==> src/rtl/exc_ctrl_pkg.sv <==
// Shared types for the exception/interrupt commit sequencer: FSM states,
// exception vector bit indices, CSR cause codes and small decode helpers.
package exc_ctrl_pkg;

    typedef enum logic [2:0] {
        ST_IDLE     = 3'd0,
        ST_TRAP     = 3'd1,
        ST_ERET     = 3'd2,
        ST_REDIRECT = 3'd3,
        ST_DRAIN    = 3'd4
    } exc_state_t;

    localparam int VEC_ADEF = 0;
    localparam int VEC_TLBR = 1;
    localparam int VEC_PIF  = 2;
    localparam int VEC_PPI  = 3;
    localparam int VEC_INE  = 4;
    localparam int VEC_IPE  = 5;
    localparam int VEC_FPD  = 6;
    localparam int VEC_SYS  = 7;
    localparam int VEC_BRK  = 8;
    localparam int VEC_FPE  = 9;
    localparam int VEC_ALE  = 10;
    localparam int VEC_ADEM = 11;
    localparam int VEC_PIL  = 12;
    localparam int VEC_PIS  = 13;
    localparam int VEC_PME  = 14;
    localparam int VEC_NUM  = 15;

    localparam logic [5:0] CAUSE_INT  = 6'h00;
    localparam logic [5:0] CAUSE_PIL  = 6'h01;
    localparam logic [5:0] CAUSE_PIS  = 6'h02;
    localparam logic [5:0] CAUSE_PIF  = 6'h03;
    localparam logic [5:0] CAUSE_PME  = 6'h04;
    localparam logic [5:0] CAUSE_PPI  = 6'h07;
    localparam logic [5:0] CAUSE_ADE  = 6'h08;
    localparam logic [5:0] CAUSE_ALE  = 6'h09;
    localparam logic [5:0] CAUSE_SYS  = 6'h0b;
    localparam logic [5:0] CAUSE_BRK  = 6'h0c;
    localparam logic [5:0] CAUSE_INE  = 6'h0d;
    localparam logic [5:0] CAUSE_IPE  = 6'h0e;
    localparam logic [5:0] CAUSE_FPD  = 6'h0f;
    localparam logic [5:0] CAUSE_FPE  = 6'h12;
    localparam logic [5:0] CAUSE_TLBR = 6'h3f;

    function automatic logic [5:0] vec_bit_cause(input int idx);
        logic [5:0] c;
        c = CAUSE_INE;
        case (idx)
            VEC_ADEF: c = CAUSE_ADE;
            VEC_TLBR: c = CAUSE_TLBR;
            VEC_PIF:  c = CAUSE_PIF;
            VEC_PPI:  c = CAUSE_PPI;
            VEC_INE:  c = CAUSE_INE;
            VEC_IPE:  c = CAUSE_IPE;
            VEC_FPD:  c = CAUSE_FPD;
            VEC_SYS:  c = CAUSE_SYS;
            VEC_BRK:  c = CAUSE_BRK;
            VEC_FPE:  c = CAUSE_FPE;
            VEC_ALE:  c = CAUSE_ALE;
            VEC_ADEM: c = CAUSE_ADE;
            VEC_PIL:  c = CAUSE_PIL;
            VEC_PIS:  c = CAUSE_PIS;
            VEC_PME:  c = CAUSE_PME;
            default:  c = CAUSE_INE;
        endcase
        return c;
    endfunction

    // Causes whose handler needs the faulting data address in BADV.
    function automatic logic cause_has_badaddr(input logic [5:0] c);
        return (c == CAUSE_TLBR) || (c == CAUSE_ALE) || (c == CAUSE_PIL) ||
               (c == CAUSE_PIS)  || (c == CAUSE_PIF) || (c == CAUSE_PME) ||
               (c == CAUSE_PPI);
    endfunction

endpackage

==> src/rtl/exc_ctrl_if.sv <==
// Commit-stage handshake bundle between the pipeline (master) and exc_ctrl (slave).
interface exc_ctrl_if #(parameter int EXC_VEC_W = 16);
    logic                 commit_valid;
    logic                 commit_ready;
    logic [31:0]          commit_pc;
    logic [EXC_VEC_W-1:0] commit_exc_vec;
    logic [31:0]          commit_badaddr;
    logic                 commit_is_ertn;

    modport master (
        output commit_valid, commit_pc, commit_exc_vec, commit_badaddr, commit_is_ertn,
        input  commit_ready
    );

    modport slave (
        input  commit_valid, commit_pc, commit_exc_vec, commit_badaddr, commit_is_ertn,
        output commit_ready
    );
endinterface

==> src/rtl/exc_ctrl_prio_enc.sv <==
// Fixed-priority cause encoder: a pending interrupt wins, then the lowest set vector bit.
import exc_ctrl_pkg::*;

module exc_prio_enc #(
    parameter int EXC_VEC_W = 16
) (
    input  logic [EXC_VEC_W-1:0] exc_vec,
    input  logic                 int_pend,
    output logic                 exc_any,
    output logic [5:0]           cause
);
    always_comb begin
        exc_any = 1'b0;
        cause   = CAUSE_INT;
        // Reserved bits at and above VEC_NUM carry no cause and are ignored.
        for (int i = EXC_VEC_W - 1; i >= 0; i--) begin
            if (i < VEC_NUM && exc_vec[i]) begin
                exc_any = 1'b1;
                cause   = vec_bit_cause(i);
            end
        end
        if (int_pend) begin
            cause = CAUSE_INT;
        end
    end
endmodule

==> src/rtl/exc_ctrl.sv <==
// Exception/interrupt commit sequencer: strobes the CSR, then flushes and redirects fetch.
// Optional performance counters enabled by defining EXC_CTRL_PERF_CNT_EN.
import exc_ctrl_pkg::*;

module exc_ctrl #(
    parameter int FLUSH_CYCLES = 2,
    parameter int EXC_VEC_W    = 16
) (
    input  logic        clk,
    input  logic        rst,
    exc_ctrl_if.slave   cmt,
    input  logic [11:0] ECFG_LIE,
    input  logic [11:0] ESTAT_IS,
    input  logic        CRMD_IE,
    input  logic [31:0] EENTRY_VA,
    input  logic [31:0] ERA_PC,
    input  logic [31:0] TLBRENTRY_VA,
    output logic        is_exception,
    output logic [5:0]  exception_cause,
    output logic [31:0] exception_pc,
    output logic [31:0] exception_addr,
    output logic        is_syscall_break,
    output logic        is_ertn,
    output logic        flush,
    output logic        redirect_valid,
    output logic [31:0] redirect_pc
`ifdef EXC_CTRL_PERF_CNT_EN
    ,
    output logic [31:0] exc_cnt,
    output logic [31:0] int_cnt
`endif
);
    exc_state_t  state;
    logic [3:0]  cnt;
    logic [5:0]  cause_q;
    logic [31:0] pc_q;
    logic [31:0] addr_q;
    logic        sysbrk_q;
    logic        ertn_q;

    logic        int_pend;
    logic        exc_any;
    logic [5:0]  enc_cause;
    logic        trap_req;
    logic        accept;

    assign int_pend = CRMD_IE & (|(ECFG_LIE & ESTAT_IS));
    assign trap_req = int_pend | exc_any;
    assign accept   = (state == ST_IDLE) & cmt.commit_valid & (trap_req | cmt.commit_is_ertn);

    exc_prio_enc #(.EXC_VEC_W(EXC_VEC_W)) u_prio_enc (
        .exc_vec  (cmt.commit_exc_vec),
        .int_pend (int_pend),
        .exc_any  (exc_any),
        .cause    (enc_cause)
    );

    always_ff @(posedge clk) begin
        if (!rst) begin
            state            <= ST_IDLE;
            cnt              <= 4'd0;
            cause_q          <= 6'd0;
            pc_q             <= 32'd0;
            addr_q           <= 32'd0;
            sysbrk_q         <= 1'b0;
            ertn_q           <= 1'b0;
            cmt.commit_ready <= 1'b1;
            is_exception     <= 1'b0;
            is_ertn          <= 1'b0;
            flush            <= 1'b0;
            redirect_valid   <= 1'b0;
        end else begin
            is_exception   <= 1'b0;
            is_ertn        <= 1'b0;
            redirect_valid <= 1'b0;
            case (state)
                ST_IDLE: begin
                    if (accept) begin
                        cmt.commit_ready <= 1'b0;
                        flush            <= 1'b1;
                        pc_q             <= cmt.commit_pc;
                        if (trap_req) begin
                            state        <= ST_TRAP;
                            is_exception <= 1'b1;
                            ertn_q       <= 1'b0;
                            cause_q      <= enc_cause;
                            addr_q       <= cause_has_badaddr(enc_cause) ? cmt.commit_badaddr : 32'd0;
                            sysbrk_q     <= (enc_cause == CAUSE_SYS) || (enc_cause == CAUSE_BRK);
                        end else begin
                            state    <= ST_ERET;
                            is_ertn  <= 1'b1;
                            ertn_q   <= 1'b1;
                            cause_q  <= 6'd0;
                            addr_q   <= 32'd0;
                            sysbrk_q <= 1'b0;
                        end
                    end
                end
                ST_TRAP, ST_ERET: begin
                    state          <= ST_REDIRECT;
                    redirect_valid <= 1'b1;
                end
                ST_REDIRECT: begin
                    state <= ST_DRAIN;
                    cnt   <= 4'(FLUSH_CYCLES - 1);
                end
                ST_DRAIN: begin
                    if (cnt == 4'd0) begin
                        state            <= ST_IDLE;
                        flush            <= 1'b0;
                        cmt.commit_ready <= 1'b1;
                    end else begin
                        cnt <= cnt - 4'd1;
                    end
                end
                default: state <= ST_IDLE;
            endcase
        end
    end

    assign exception_cause  = is_exception ? cause_q  : 6'd0;
    assign exception_pc     = is_exception ? pc_q     : 32'd0;
    assign exception_addr   = is_exception ? addr_q   : 32'd0;
    assign is_syscall_break = is_exception & sysbrk_q;

    // Target CSRs are read live in REDIRECT so the prior cycle's CSR write is seen.
    always_comb begin
        redirect_pc = 32'd0;
        if (state == ST_REDIRECT) begin
            if (ertn_q)                     redirect_pc = ERA_PC;
            else if (cause_q == CAUSE_TLBR) redirect_pc = TLBRENTRY_VA;
            else                            redirect_pc = EENTRY_VA;
        end
    end

`ifdef EXC_CTRL_PERF_CNT_EN
    always_ff @(posedge clk) begin
        if (!rst) begin
            exc_cnt <= 32'd0;
            int_cnt <= 32'd0;
        end else if (accept && trap_req) begin
            if (enc_cause == CAUSE_INT) int_cnt <= int_cnt + 32'd1;
            else                        exc_cnt <= exc_cnt + 32'd1;
        end
    end
`endif

endmodule

==> src/flat_wrapper.sv <==
// flat-port wrapper written by rule: the top's interface ports become plain ports
module exc_ctrl_flat 
#(
    parameter int FLUSH_CYCLES = 2,
    parameter int EXC_VEC_W    = 16
)
  (clk, rst, ECFG_LIE, ESTAT_IS, CRMD_IE, EENTRY_VA, ERA_PC, TLBRENTRY_VA, is_exception, exception_cause, exception_pc, exception_addr, is_syscall_break, is_ertn, flush, redirect_valid, redirect_pc, cmt_commit_valid, cmt_commit_pc, cmt_commit_exc_vec, cmt_commit_badaddr, cmt_commit_is_ertn, cmt_commit_ready);
  exc_ctrl_if #(.EXC_VEC_W(EXC_VEC_W)) cmt_i ();
  input  logic clk;
  input  logic rst;
  input  logic [11:0] ECFG_LIE;
  input  logic [11:0] ESTAT_IS;
  input  logic CRMD_IE;
  input  logic [31:0] EENTRY_VA;
  input  logic [31:0] ERA_PC;
  input  logic [31:0] TLBRENTRY_VA;
  output logic is_exception;
  output logic [5:0] exception_cause;
  output logic [31:0] exception_pc;
  output logic [31:0] exception_addr;
  output logic is_syscall_break;
  output logic is_ertn;
  output logic flush;
  output logic redirect_valid;
  output logic [31:0] redirect_pc;
  input wire logic [$bits(cmt_i.commit_valid)-1:0] cmt_commit_valid;
  input wire logic [$bits(cmt_i.commit_pc)-1:0] cmt_commit_pc;
  input wire logic [$bits(cmt_i.commit_exc_vec)-1:0] cmt_commit_exc_vec;
  input wire logic [$bits(cmt_i.commit_badaddr)-1:0] cmt_commit_badaddr;
  input wire logic [$bits(cmt_i.commit_is_ertn)-1:0] cmt_commit_is_ertn;
  output wire logic [$bits(cmt_i.commit_ready)-1:0] cmt_commit_ready;
  assign cmt_i.commit_valid = cmt_commit_valid;
  assign cmt_i.commit_pc = cmt_commit_pc;
  assign cmt_i.commit_exc_vec = cmt_commit_exc_vec;
  assign cmt_i.commit_badaddr = cmt_commit_badaddr;
  assign cmt_i.commit_is_ertn = cmt_commit_is_ertn;
  assign cmt_commit_ready = cmt_i.commit_ready;
  exc_ctrl #(.FLUSH_CYCLES(FLUSH_CYCLES), .EXC_VEC_W(EXC_VEC_W)) u_core (.clk(clk), .rst(rst), .cmt(cmt_i), .ECFG_LIE(ECFG_LIE), .ESTAT_IS(ESTAT_IS), .CRMD_IE(CRMD_IE), .EENTRY_VA(EENTRY_VA), .ERA_PC(ERA_PC), .TLBRENTRY_VA(TLBRENTRY_VA), .is_exception(is_exception), .exception_cause(exception_cause), .exception_pc(exception_pc), .exception_addr(exception_addr), .is_syscall_break(is_syscall_break), .is_ertn(is_ertn), .flush(flush), .redirect_valid(redirect_valid), .redirect_pc(redirect_pc));
endmodule
==> config.mk <==
export PLATFORM = sky130hd
export DESIGN_NAME = exc_ctrl_flat
export DESIGN_NICKNAME = d
export VERILOG_FILES = /design/src/rtl/exc_ctrl_pkg.sv /design/src/rtl/exc_ctrl_if.sv /design/src/rtl/exc_ctrl_prio_enc.sv /design/src/rtl/exc_ctrl.sv /design/src/flat_wrapper.sv
export SDC_FILE = /design/constraint.sdc
export NUM_CORES = 1
export LEC_CHECK = 0
export CORE_ASPECT_RATIO = 1.75
export CORE_MARGIN = 2
export CORE_UTILIZATION = 25
export CTS_BUF_LIST = sky130_fd_sc_hd__clkbuf_16
export DETAILED_ROUTE_END_ITERATION = 16
export GPL_ROUTABILITY_DRIVEN = 0
export GPL_TIMING_DRIVEN = 1
export SYNTH_ARGS = -nofsm -noshare
export SYNTH_HDL_FRONTEND = slang
export SYNTH_SLANG_ARGS = --single-unit
==> constraint.sdc <==
create_clock -name clk -period 2.35 [get_ports clk]
set_input_delay 0.235 -clock clk [delete_from_list [all_inputs] [get_ports clk]]
set_output_delay 0.235 -clock clk [all_outputs]
set_load 0.03 [all_outputs]
==> impl_metrics.ini <==
[die]
die_y_um = 192
start_util_pct = 25.6
coreArea_sq_mm = 0.0197
die_w_um = 111
fp.dieArea_sq_mm = 0.0214
num_rows = 68
ioPinCount = 313

[global_routing]
use_met3_pct = 3.41
antenna_found_initial = 0
grt_max_degree = 73
met1_usage_pct = 18.3
overflow = 0
grt_use_met2_pct = 36.7
grt_util_all_layers_pct = 18.2
grt_pass1_vias = 6018
grt_busiest_layer = met2
grt_pass1_wl_um = 31000

[critical_path]
path_delay_family = buffers and inverters
cp_slowest_cell = or4_4
crit_required_ns = 2.61
worstSetupStartpointType = input port
r2r_slack_ns = 0.50
crit_fanout = 27
worstSetupPathType = in -> reg
critPathMaxStageDelay_ns = 0.46
cp.arrival_ns = 2.55
worst-path-buf-inv = 4
worstPathCellList = clkdlybuf4s50_1 > or3_4 > or4_4 > o31ai_4 > buf_4 > buf_6 > buf_12 > a32oi_1 > o21ai_1
worst_setup_path_end_kind = flip-flop

[sta]
hold_ws_ns = 0.447
setup_viol = 0
fin_crit_ns = 2.29
slew_headroom_pct = 57.5
clock_skew_ns = 0.00844
max_freq_ghz = 0.437
finalHoldViolCount = 0
rsz0062_at_grt = no
max_slew.worst_pin.slew_ns = 0.637
period_share_pct = 97.3
maxSlewViolCount = 0

[yosys]
synth_top_area_cell = dfxtp_1
synthFlopType = dfxtp_1
syn_area_sq_mm = 0.00504
avgSynthCellArea_sq_um = 7.82
yosys_warnings = 0
ys_ff_latch = 84
synth_edf_count = 0
yosysTopAreaCellShare_pct = 33.3
synthTopCellsByArea = dfxtp_1 (33%), mux2i_1 (13%), and2_1 (13%), nor2_1 (8.7%), a32oi_1 (5.9%)
synthCells = 645
synth_cell_types = 47
synth_nets = 852
ys_seq_area_share_pct = 33.3
async_flop_share_pct = 0

[clock_network]
cts.reportedPaths.clkPinSlew_ns = 0.06
cts_root_buf = clkbuf_16
cts_buffer_depth = 2
cts_max_level = 3
hold_buffers = 0
clock_sinks = 84
cts_made_buffers = 9
clk_latency_ns = 0.34
cts_tree = yes

[pwr]
cellPowerDensity_mw_per_mm2 = 460
power.leakage_nw = 3.71
ir_drop_v = 0.000316

[drt]
first_pass_iters = 4
drt_iter0_drc = 176
post_drt_wl_per_cell_um = 16.3
vias = 5890
ant_nets = 0
viasPerCell = 4.76
drt_wl_total_um = 20100
drc = 0

[finish]
final_common_cell = clkdlybuf4s50_1
layout_common_cells = clkdlybuf4s50_1 (271), nor2_1 (115), and2_1 (103), dfxtp_1 (82), buf_4 (76)
layout-drive-gt1-share_pct = 13.7
final_cells = 1237
nNetsFinal = 1194
antenna_cells = 0
syn_to_final_growth_pct = 86.0

[run_status]
run_status = complete, no violations

[placement]
place_inst = 1202
io_buffers = 311
hpwl_um = 14900

[worst_hold_path]
hold_path.class = reg -> reg

[flow_run]
maxCapViolCount = 0
==> layer usage <==
| metal | share of wire (%) | wire [um] | up-vias |
|---|---|---|---|
| met5 | 0 | 0 | - |
| met4 | 2.4 | 484 | 0 |
| met3 | 5.1 | 1030 | 26 |
| met2 | 57 | 11500 | 211 |
| met1 | 36 | 7160 | 2694 |
| li1 | - | - | 2959 |
==> where the power goes <==
| group | total [mW] | switching (mW) | internal (mW) |
|---|---|---|---|
| registers | 1.57 | 0.0607 | 1.51 |
| logic | 1.30 | 0.566 | 0.739 |
| clock network | 1.45 | 0.613 | 0.832 |
==> synthesized netlist by cell type (3+ instances only) <==
cell type and number:
dfxtp_1 84, a22oi_1 8, buf_6 3, o21ai_0 34, a32oi_1 34, buf_2 5
nand2_1 12, inv_1 6, mux2i_1 65, nor2_1 117, a31oi_1 3, a21oi_1 41
clkbuf_1 40, nor3_1 8, o21ai_1 33, nor4_1 5, and2_1 103, nand3_1 3
==> area by class of cell <==
class,instances,area (sq um)
Clock buffer,9,225
Inverter,7,26.3
Clock inverter,7,73.8
Timing Repair Buffer,383,3910
Sequential cell,84,1680
Multi-Input combinational cell,502,3150
Tap cell,245,307
Fill cell,2006,10400
==> metrics by stage <==
step                TNS [ns]  util (%)  worst slack [ns]  area (sq um)  total power [mW]
finish                     0      47.5            0.0634          9380              4.32
global route               0      47.5           0.00104          9380              4.55
CTS                        0      47.1          0.000422          9300              4.38
detailed placement    -45.18      44.3            -0.651          8750              2.77
global placement      -42.69      44.3            -0.610          8750              2.77
floorplan              -2.48         -           -0.0772          5060              2.13
==> registers in the layout (all words and copies together) (netlist names) <==
signal	count
u_core.addr_q	32
u_core.pc_q	32
u_core.cause_q	6
u_core.cnt	4
u_core.state	3
u_core.cmt.commit_ready	1
u_core.ertn_q	1
u_core.flush	1
u_core.is_ertn	1
u_core.is_exception	1
u_core.redirect_valid	1
u_core.sysbrk_q	1
==> cells by family (layout without fill, tap and decap cells) <==
group | Yosys count | after routing | synth area share, %
AND/OR/NAND/NOR | 263 | 263 | 26.3
AO/OA/AOI/OAI | 169 | 169 | 21.3
flip-flops | 84 | 84 | 33.3
multiplexers | 65 | 65 | 12.9
buffers and inverters | 59 | 406 | 5.11
XOR/XNOR | 3 | 3 | 0.521
adder cells (fa/ha/maj) | 2 | 2 | 0.496
==> repair_timing <==
| item | 4_1_cts | 5_1_grt |
|---|---|---|
| gates cloned | 5 | 1 |
| buffers inserted | 11 | 4 |
| gates resized for setup | 22 | 7 |
| setup endpoints to repair | 75 | 84 |
| pin swaps | 7 | 9 |
==> worst min-delay path, delay by kind of cell (launching register included) <==
family | cells | cell delay (ns)
AO/OA/AOI/OAI | 1 | 0.05
flip-flops | 1 | 0.30
AND/OR/NAND/NOR | 1 | 0.05
==> worst paths after layout <==
path                         startpoint                 to  depth (start not counted)
setup / recovery  cmt_commit_exc_vec[4]  u_core.addr_q[22]                          9
hold / removal          u_core.sysbrk_q    u_core.sysbrk_q                          2
setup reg to reg        u_core.state[2]      u_core.ertn_q                          8
hold reg to reg         u_core.sysbrk_q    u_core.sysbrk_q                          2
(Power assumes the default switching activity.)
